### src/rtl/serial_subtractor.sv
// Bit-serial two's-complement subtractor: one full-adder cell computes a + ~b + 1
// one bit per clock, LSB first, framed by a start/ready/done handshake.
module serial_subtractor #(
  parameter int WIDTH = 4
) (
  input  logic             clk,
  input  logic             reset,
  input  logic             start,
  input  logic [WIDTH-1:0] a,
  input  logic [WIDTH-1:0] b,
  output logic             ready,
  output logic             busy,
  output logic             done,
  output logic [WIDTH-1:0] diff,
  output logic             borrowout,
  output logic             overflow
);
  localparam int CW = $clog2(WIDTH);

  typedef enum logic [1:0] {IDLE, SHIFT, DONE} state_t;

  state_t           state, state_nxt;
  logic [WIDTH-1:0] a_sr, b_sr;
  logic [CW-1:0]    cnt;
  logic             carry;
  logic             nb, s, c_new, last, accept;

  // Single full-adder cell: subtraction as a + ~b with carry seeded to 1
  assign nb     = ~b_sr[0];
  assign s      = a_sr[0] ^ nb ^ carry;
  assign c_new  = (a_sr[0] & nb) | (a_sr[0] & carry) | (nb & carry);
  assign last   = (state == SHIFT) && (cnt == CW'(WIDTH-1));
  assign accept = ready && start;

  always_ff @(posedge clk) begin
    if (reset) state <= IDLE;
    else       state <= state_nxt;
  end

  always_comb begin
    state_nxt = state;
    ready     = 1'b0;
    busy      = 1'b0;
    done      = 1'b0;
    case (state)
      IDLE: begin
        ready = 1'b1;
        if (start) state_nxt = SHIFT;
      end
      SHIFT: begin
        busy = 1'b1;
        if (last) state_nxt = DONE;
      end
      DONE: begin
        ready     = 1'b1;
        done      = 1'b1;
        state_nxt = start ? SHIFT : IDLE;
      end
      default: state_nxt = IDLE;
    endcase
  end

  always_ff @(posedge clk) begin
    if (reset) begin
      a_sr      <= '0;
      b_sr      <= '0;
      cnt       <= '0;
      carry     <= 1'b0;
      diff      <= '0;
      borrowout <= 1'b0;
      overflow  <= 1'b0;
    end else if (accept) begin
      a_sr      <= a;
      b_sr      <= b;
      cnt       <= '0;
      carry     <= 1'b1;
      diff      <= '0;
      borrowout <= 1'b0;
      overflow  <= 1'b0;
    end else if (busy) begin
      diff  <= {s, diff[WIDTH-1:1]};
      a_sr  <= {1'b0, a_sr[WIDTH-1:1]};
      b_sr  <= {1'b0, b_sr[WIDTH-1:1]};
      carry <= c_new;
      cnt   <= cnt + CW'(1);
      // carry here is the carry into the MSB; c_new is the final carry out
      if (last) begin
        borrowout <= ~c_new;
        overflow  <= carry ^ c_new;
      end
    end
  end
endmodule

### config.mk
export PLATFORM = sky130hd
export DESIGN_NAME = serial_subtractor
export DESIGN_NICKNAME = d
export VERILOG_FILES = /design/src/rtl/serial_subtractor.sv
export SDC_FILE = /design/constraint.sdc
export NUM_CORES = 1
export LEC_CHECK = 0
export ABC_AREA = 1
export CORE_AREA = 2 2 48 50
export CTS_CLUSTER_DIAMETER = 150
export DETAILED_ROUTE_END_ITERATION = 10
export DIE_AREA = 0 0 50 52
export PLACE_DENSITY_LB_ADDON = 0.1
export RECOVER_POWER = 100
export SYNTH_ARGS = -nofsm -noshare
export SYNTH_HDL_FRONTEND = slang
export SYNTH_SLANG_ARGS = --single-unit
### constraint.sdc
create_clock -name clk -period 1.24 [get_ports clk]
set_input_delay 0.186 -clock clk [delete_from_list [all_inputs] [get_ports clk]]
set_output_delay 0.186 -clock clk [all_outputs]
set_load 0.1 [all_outputs]
==> results.py, run 1 <==
metrics = {
    "hold_path": {
        "whs_path_depth": 2,
        "hp-start": "diff[0]",
        "holdPathEnd": "diff[0]",
        "hold_class": "flop to flop",
    },
    "synthesis": {
        "syn-num-nets": 132,
        "yosysUniqueCellTypes": 22,
        "synth_simple_gate_area_frac": 0.360,
        "netlist_instances": 119,
        "synth_top_family_by_area": "simple AND/OR/NAND/NOR gates",
        "synth-seq-cells": 19,
        "syn_area_um2": 953,
        "ys_seq_area_frac": 0.399,
        "synthMuxAreaShare": 0,
        "syn_area_per_cell_um2": 8.01,
        "synthXorXnorAreaFrac": 0.0184,
        "synth_fa_ha_area_frac": 0.0341,
        "yosysWarnings": 0,
        "synth_compound_area_frac": 0.0656,
    },
    "placed_design": {
        "gp_congestion": 0.732,
        "dp_hpwl_um": 1360,
        "io_buffers": 19,
    },
    "worst_setup_path": {
        "cp-start-kind": "flop",
        "crit_chain": "buf_6, nor2_4, buf_12",
        "slowest_stage": "dfxtp_4",
        "worstPathRequired_ns": 1.05,
        "cp_num_buf_inv": 2,
        "cp_top_family": "flip-flops",
        "crit_path_start": "state[0]",
        "slowest_delay_ns": 0.40,
        "reg2reg_depth": 5,
        "r2r_setup_slack_ns": 0.01,
        "crit_type": "flop to output port",
        "crit_arrival_ns": 1.09,
        "crit_fanout": 3,
        "reg2reg_from": "state[0]",
        "reg2reg_to": "b_sr[2]",
        "worst_setup_path_end_kind": "output port",
    },
    "layout": {
        "most-common-layout-cells": "nand2_1 (28), inv_1 (14), dfxtp_1 (14)",
        "fillCellCount": 186,
        "final_util": 0.614,
        "final_common_cell": "nand2_1",
        "drive_gt1_frac": 0.322,
        "syn_to_final_growth_pct": 35.7,
        "nets": 163,
        "antenna_cells": 0,
    },
    "pwr": {
        "power.density_nw_per_um2": 1060,
        "ir_worst_vdd_mv": 0.583,
        "finalPower_mw": 1.37,
        "p_leak_nw": 0.589,
    },
    "routing": {
        "viasPerCell": 4.54,
        "ant_nets": 0,
        "dr.pass1.iters": 4,
        "drc": 0,
        "vias": 804,
        "wirelength_um": 1810,
        "drtIter0Drc": 13,
        "routedWlPerCell_um": 10.2,
    },
    "sta": {
        "hold_ws_ns": 0.469,
        "fmaxAchievable_mhz": 783,
        "fin_crit_ns": 1.28,
        "finalMaxSlewViolations": 0,
        "setup-tns-final_ns": -0.0377,
        "finalHoldViolCount": 0,
        "relSlewSlack": 0.705,
        "setup_viol": 1,
        "finalCritPeriodShare": 1.03,
        "tightestPinTransition_ns": 0.440,
        "rsz0062_at_grt": "yes",
        "skew_ns": 0.000844,
        "worst_slack_ns": -0.0377,
    },
    "clock_network": {
        "cts_max_level": 1,
        "hold_buffers": 0,
        "clk_pin_slew_ns": 0.11,
        "cts_buffer_depth": 2,
        "numCtsBuffers": 3,
        "clk_latency_ns": 0.29,
        "cts_sinks": 19,
        "cts_tree": "done",
        "root_buffer": "clkbuf_4",
    },
    "die": {
        "placementRows": 17,
        "core_area_um2": 2110,
        "die_h_um": 52,
        "initial_utilization": 0.453,
        "io_pins": 20,
        "dieWidth_um": 50,
        "dieArea_um2": 2600,
    },
    "status": {
        "violations": "negative setup slack",
        "status": "finished, violations left",
    },
    "run": {
        "maxCapViolCount": 0,
    },
    "global_route": {
        "antenna_found_initial": 0,
        "grt_pass1_wl_um": 3190,
        "grt_max_degree": 21,
        "grt_pass1_vias": 785,
        "grt.total_usage": 0.163,
        "grt_remaining_overflow": 0,
    },
}
## logic make-up after synthesis
| logic type | count (synthesis) |
|---|---|
| compound gates | 11 |
| simple gates | 65 |
| fa+ha+maj | 2 |
| buf+inv | 20 |
| flops | 19 |
| xor+xnor | 2 |
## worst min-delay path, delay by kind of cell, from the launching register on
kind / cells / cell delay (ns)
flip-flops: 1 / 0.33
AND/OR/NAND/NOR: 1 / 0.05
AO/OA/AOI/OAI: 1 / 0.05
## routing by layer
metal	part of all wire	global-route usage	up-vias
met5	0	0	-
met4	0.0094	0.0833	0
met3	0.029	0.0287	2
met2	0.51	0.279	14
met1	0.45	0.195	362
li1	-	-	426
## state kept, by name (all words and copies together), names as in the netlist
name / cells
cnt: 2
diff: 4
carry: 1
state: 2
a_sr: 4
b_sr: 4
borrowout: 1
overflow: 1
## worst max-delay path by stage
stage                      endpoint  slack (ns)  cells after the start
final                          done       -0.04                      3
after global routing           done       -0.09                      3
after CTS                      done       -0.06                      3
after detailed placement    a_sr[1]       -0.11                      6
after global placement      a_sr[1]       -0.08                      6
after floorplan           borrowout       -0.02                      5
## final cells by class
type                    instances  area [um2]  share of cell area
multi-input cells              80         465               0.360
flip-flops and latches         19         389               0.301
repair buffers                 29         300               0.232
inverters                      17        76.3              0.0590
well taps                      28        35.0              0.0271
clock buffers                   3        22.5              0.0174
clock inverters                 1        5.00             0.00387
## repair_timing
item / 4_1_cts / 5_1_grt
cloned: 0 / 0
resized for setup: 2 / 1
buffers inserted: 2 / 1
pin swaps: 2 / 3
endpoints found under the setup margin: 1 / 20
hold endpoints to repair: 0 / 0
## cell usage after synthesis
library cell | number | area, um2
nand2_2 | 4 | 25.0
nand2_1 | 28 | 105
fa_1 | 1 | 20.0
ha_1 | 1 | 12.5
o21ai_0 | 2 | 10.0
buf_6 | 1 | 11.3
nor2_1 | 13 | 48.8
a21oi_1 | 7 | 35.0
inv_2 | 2 | 7.51
dfxtp_1 | 19 | 380
nor2_2 | 1 | 6.26
nand3_2 | 5 | 50.1
nand2_8 | 1 | 20.0
or2_1 | 1 | 6.26
xor2_1 | 2 | 17.5
inv_4 | 1 | 6.26
nand3_1 | 10 | 50.1
nor2_8 | 1 | 20.0
buf_12 | 2 | 40.0
inv_1 | 14 | 52.6
nand2_4 | 1 | 11.3
a21oi_2 | 2 | 17.5
## metrics by stage
stage / setup WS, ns / instances / cell area (um2)
2_1_floorplan: -0.0196 / 119 / 981
3_3_place_gp: -0.0767 / 170 / 1300
3_5_place_dp: -0.107 / 170 / 1300
4_1_cts: -0.0571 / 176 / 1350
5_1_grt: -0.0929 / 177 / 1290
6_report: -0.0377 / 177 / 1290
## power by group
group | internal, mW | leakage (nW) | switching [mW]
clock network | 0.120 | 0.0177 | 0.192
logic | 0.160 | 0.413 | 0.215
registers | 0.648 | 0.158 | 0.0307
(Power assumes the default switching activity.)
==> run 2: changes to the inputs <==
--- a/config.mk
+++ b/config.mk
@@ -15,3 +15,4 @@
 export SYNTH_ARGS = -nofsm -noshare
 export SYNTH_HDL_FRONTEND = slang
 export SYNTH_SLANG_ARGS = --single-unit
+export TNS_END_PERCENT = 30
==> run 2 against run 1 <==
Against the previous run:
- the run still ends with negative setup slack left
- clock skew increased by 0.0050 ns
- routed wire length increased by 1.3%
- sequential power decreased by 0.6%
- combinational power decreased by 1%
- global-route usage increased by 0.29 points
- register-to-register slack improved by 0.03 ns
- total power decreased by 0.27%
- via count decreased by 0.62%
- die area unchanged
- core utilization decreased by 0.83 points
- clock-buffer cell count unchanged
- cell count increased by 0.56%
==> results.py, run 2 (synthesis results as in run 1) <==
metrics = {
    "hold_path": {
        "hold_class": "flop to flop",
    },
    "die": {
        "io_pins": 20,
        "initial_utilization": 0.453,
        "dieArea_um2": 2600,
        "dieWidth_um": 50,
        "placementRows": 17,
        "die_h_um": 52,
        "core_area_um2": 2110,
    },
    "routing": {
        "vias": 799,
        "ant_nets": 0,
        "wirelength_um": 1840,
        "drc": 0,
        "viasPerCell": 4.49,
        "dr.pass1.iters": 4,
        "routedWlPerCell_um": 10.3,
        "drtIter0Drc": 4,
    },
    "sta": {
        "hold_ws_ns": 0.470,
        "fmaxAchievable_mhz": 774,
        "finalMaxSlewViolations": 0,
        "finalCritPeriodShare": 1.04,
        "finalHoldViolCount": 0,
        "fin_crit_ns": 1.29,
        "relSlewSlack": 0.816,
        "tightestPinTransition_ns": 0.278,
        "setup_viol": 1,
        "skew_ns": 0.00588,
        "rsz0062_at_grt": "yes",
        "worst_slack_ns": -0.0518,
    },
    "placed_design": {
        "placed_area_um2": 1320,
        "dp_hpwl_um": 1400,
        "gp_congestion": 0.679,
        "io_buffers": 19,
        "dp_slack_ns": -0.116,
        "dpl.cell_count": 172,
    },
    "worst_setup_path": {
        "cp-start-kind": "flop",
        "crit_fanout": 3,
        "worstPathRequired_ns": 1.05,
        "crit_arrival_ns": 1.11,
        "slowest_stage": "dfxtp_4",
        "worst_setup_path_end_kind": "output port",
        "crit_chain": "buf_6, nor2_4, buf_12",
        "crit_type": "flop to output port",
        "slowest_delay_ns": 0.40,
    },
    "pwr": {
        "power.share.clock": 0.232,
        "power.density_nw_per_um2": 1070,
        "ir_worst_vdd_mv": 0.804,
        "power_frac_comb": 0.272,
        "p_int_uw": 926,
        "pwr-share-seq": 0.496,
        "p_leak_nw": 0.588,
        "p_sw_uw": 436,
        "switching_share": 0.320,
    },
    "status": {
        "status": "finished, violations left",
        "violations": "negative setup slack",
    },
    "layout": {
        "finish.instance_area_um2": 1280,
        "final_util": 0.606,
        "fin_cells": 178,
        "drive_gt1_frac": 0.293,
        "antenna_cells": 0,
        "fillCellCount": 189,
        "syn_to_final_growth_pct": 33.9,
        "top_regs": "a_sr: 4 flops, b_sr: 4 flops, diff: 4 flops",
        "most-common-layout-cells": "nand2_1 (29), dfxtp_1 (16), inv_1 (14)",
        "final_common_cell": "nand2_1",
        "nets": 164,
    },
    "global_route": {
        "grt_pass1_vias": 770,
        "grt_remaining_overflow": 0,
        "grt.total_usage": 0.166,
        "antenna_found_initial": 0,
        "grt_pass1_wl_um": 3190,
        "grt_max_degree": 21,
    },
    "run": {
        "maxCapViolCount": 0,
    },
    "clock_network": {
        "cts_max_level": 1,
        "clk_latency_ns": 0.30,
        "hold_buffers": 0,
        "numCtsBuffers": 3,
        "cts_buffer_depth": 2,
        "cts_tree": "done",
        "root_buffer": "clkbuf_4",
        "clk_pin_slew_ns": 0.11,
        "cts_sinks": 19,
    },
}
==> run 2: critical path: cells and delay by family, from the launching register on <==
kind / cells / cell delay, ns
AND/OR/NAND/NOR: 1 / 0.10
buffers and inverters: 2 / 0.31
flip-flops: 1 / 0.40
==> run 2: layout make-up <==
type | instances | area [um2] | share of cell area
Clock buffer | 3 | 22.5 | 0.0176
Clock inverter | 1 | 5.00 | 0.00392
Inverter | 17 | 76.3 | 0.0598
Multi-Input combinational cell | 80 | 449 | 0.352
Sequential cell | 19 | 389 | 0.305
Tap cell | 28 | 35.0 | 0.0275
Timing Repair Buffer | 30 | 299 | 0.234
==> run 2: timing repair <==
item / 4_1_cts / 5_1_grt
setup endpoints to repair: 2 / 5
setup buffers: 2 / 0
pin swaps: 2 / 1
gates resized for setup: 2 / 2
==> run 2: layer usage <==
layer / up-vias / wire length [um] / track usage
li1: 429 / - / -
met1: 352 / 846 / 0.185
met2: 13 / 887 / 0.287
met3: 5 / 54 / 0.0287
met4: 0 / 48 / 0.111
met5: - / 0 / 0
==> run 2: worst paths after layout <==
check | startpoint | endpoint | slack (ns) | cells past startpoint
setup / recovery | state[0] | done | -0.05 | 3
hold / removal | borrowout | borrowout | 0.47 | 2
setup reg to reg | state[0] | diff[2] | 0.04 | 5
hold reg to reg | borrowout | borrowout | 0.47 | 2
==> run 2: through the flow <==
step	setup TNS [ns]	power, mW
6_report	-0.0518	1.36
5_1_grt	-0.353	1.44
4_1_cts	-0.0705	1.40
3_5_place_dp	-1.24	1.08
3_3_place_gp	-0.583	1.07
2_1_floorplan	-0.119	0.956
==> run 2: power by group through the flow <==
stage               Sequential (mW)  Clock, mW  Combinational [mW]
floorplan                     0.708          0               0.249
global placement              0.693          0               0.377
detailed placement            0.695          0               0.384
CTS                           0.679      0.329               0.396
global route                  0.681      0.352               0.406
finish                        0.675      0.315               0.371
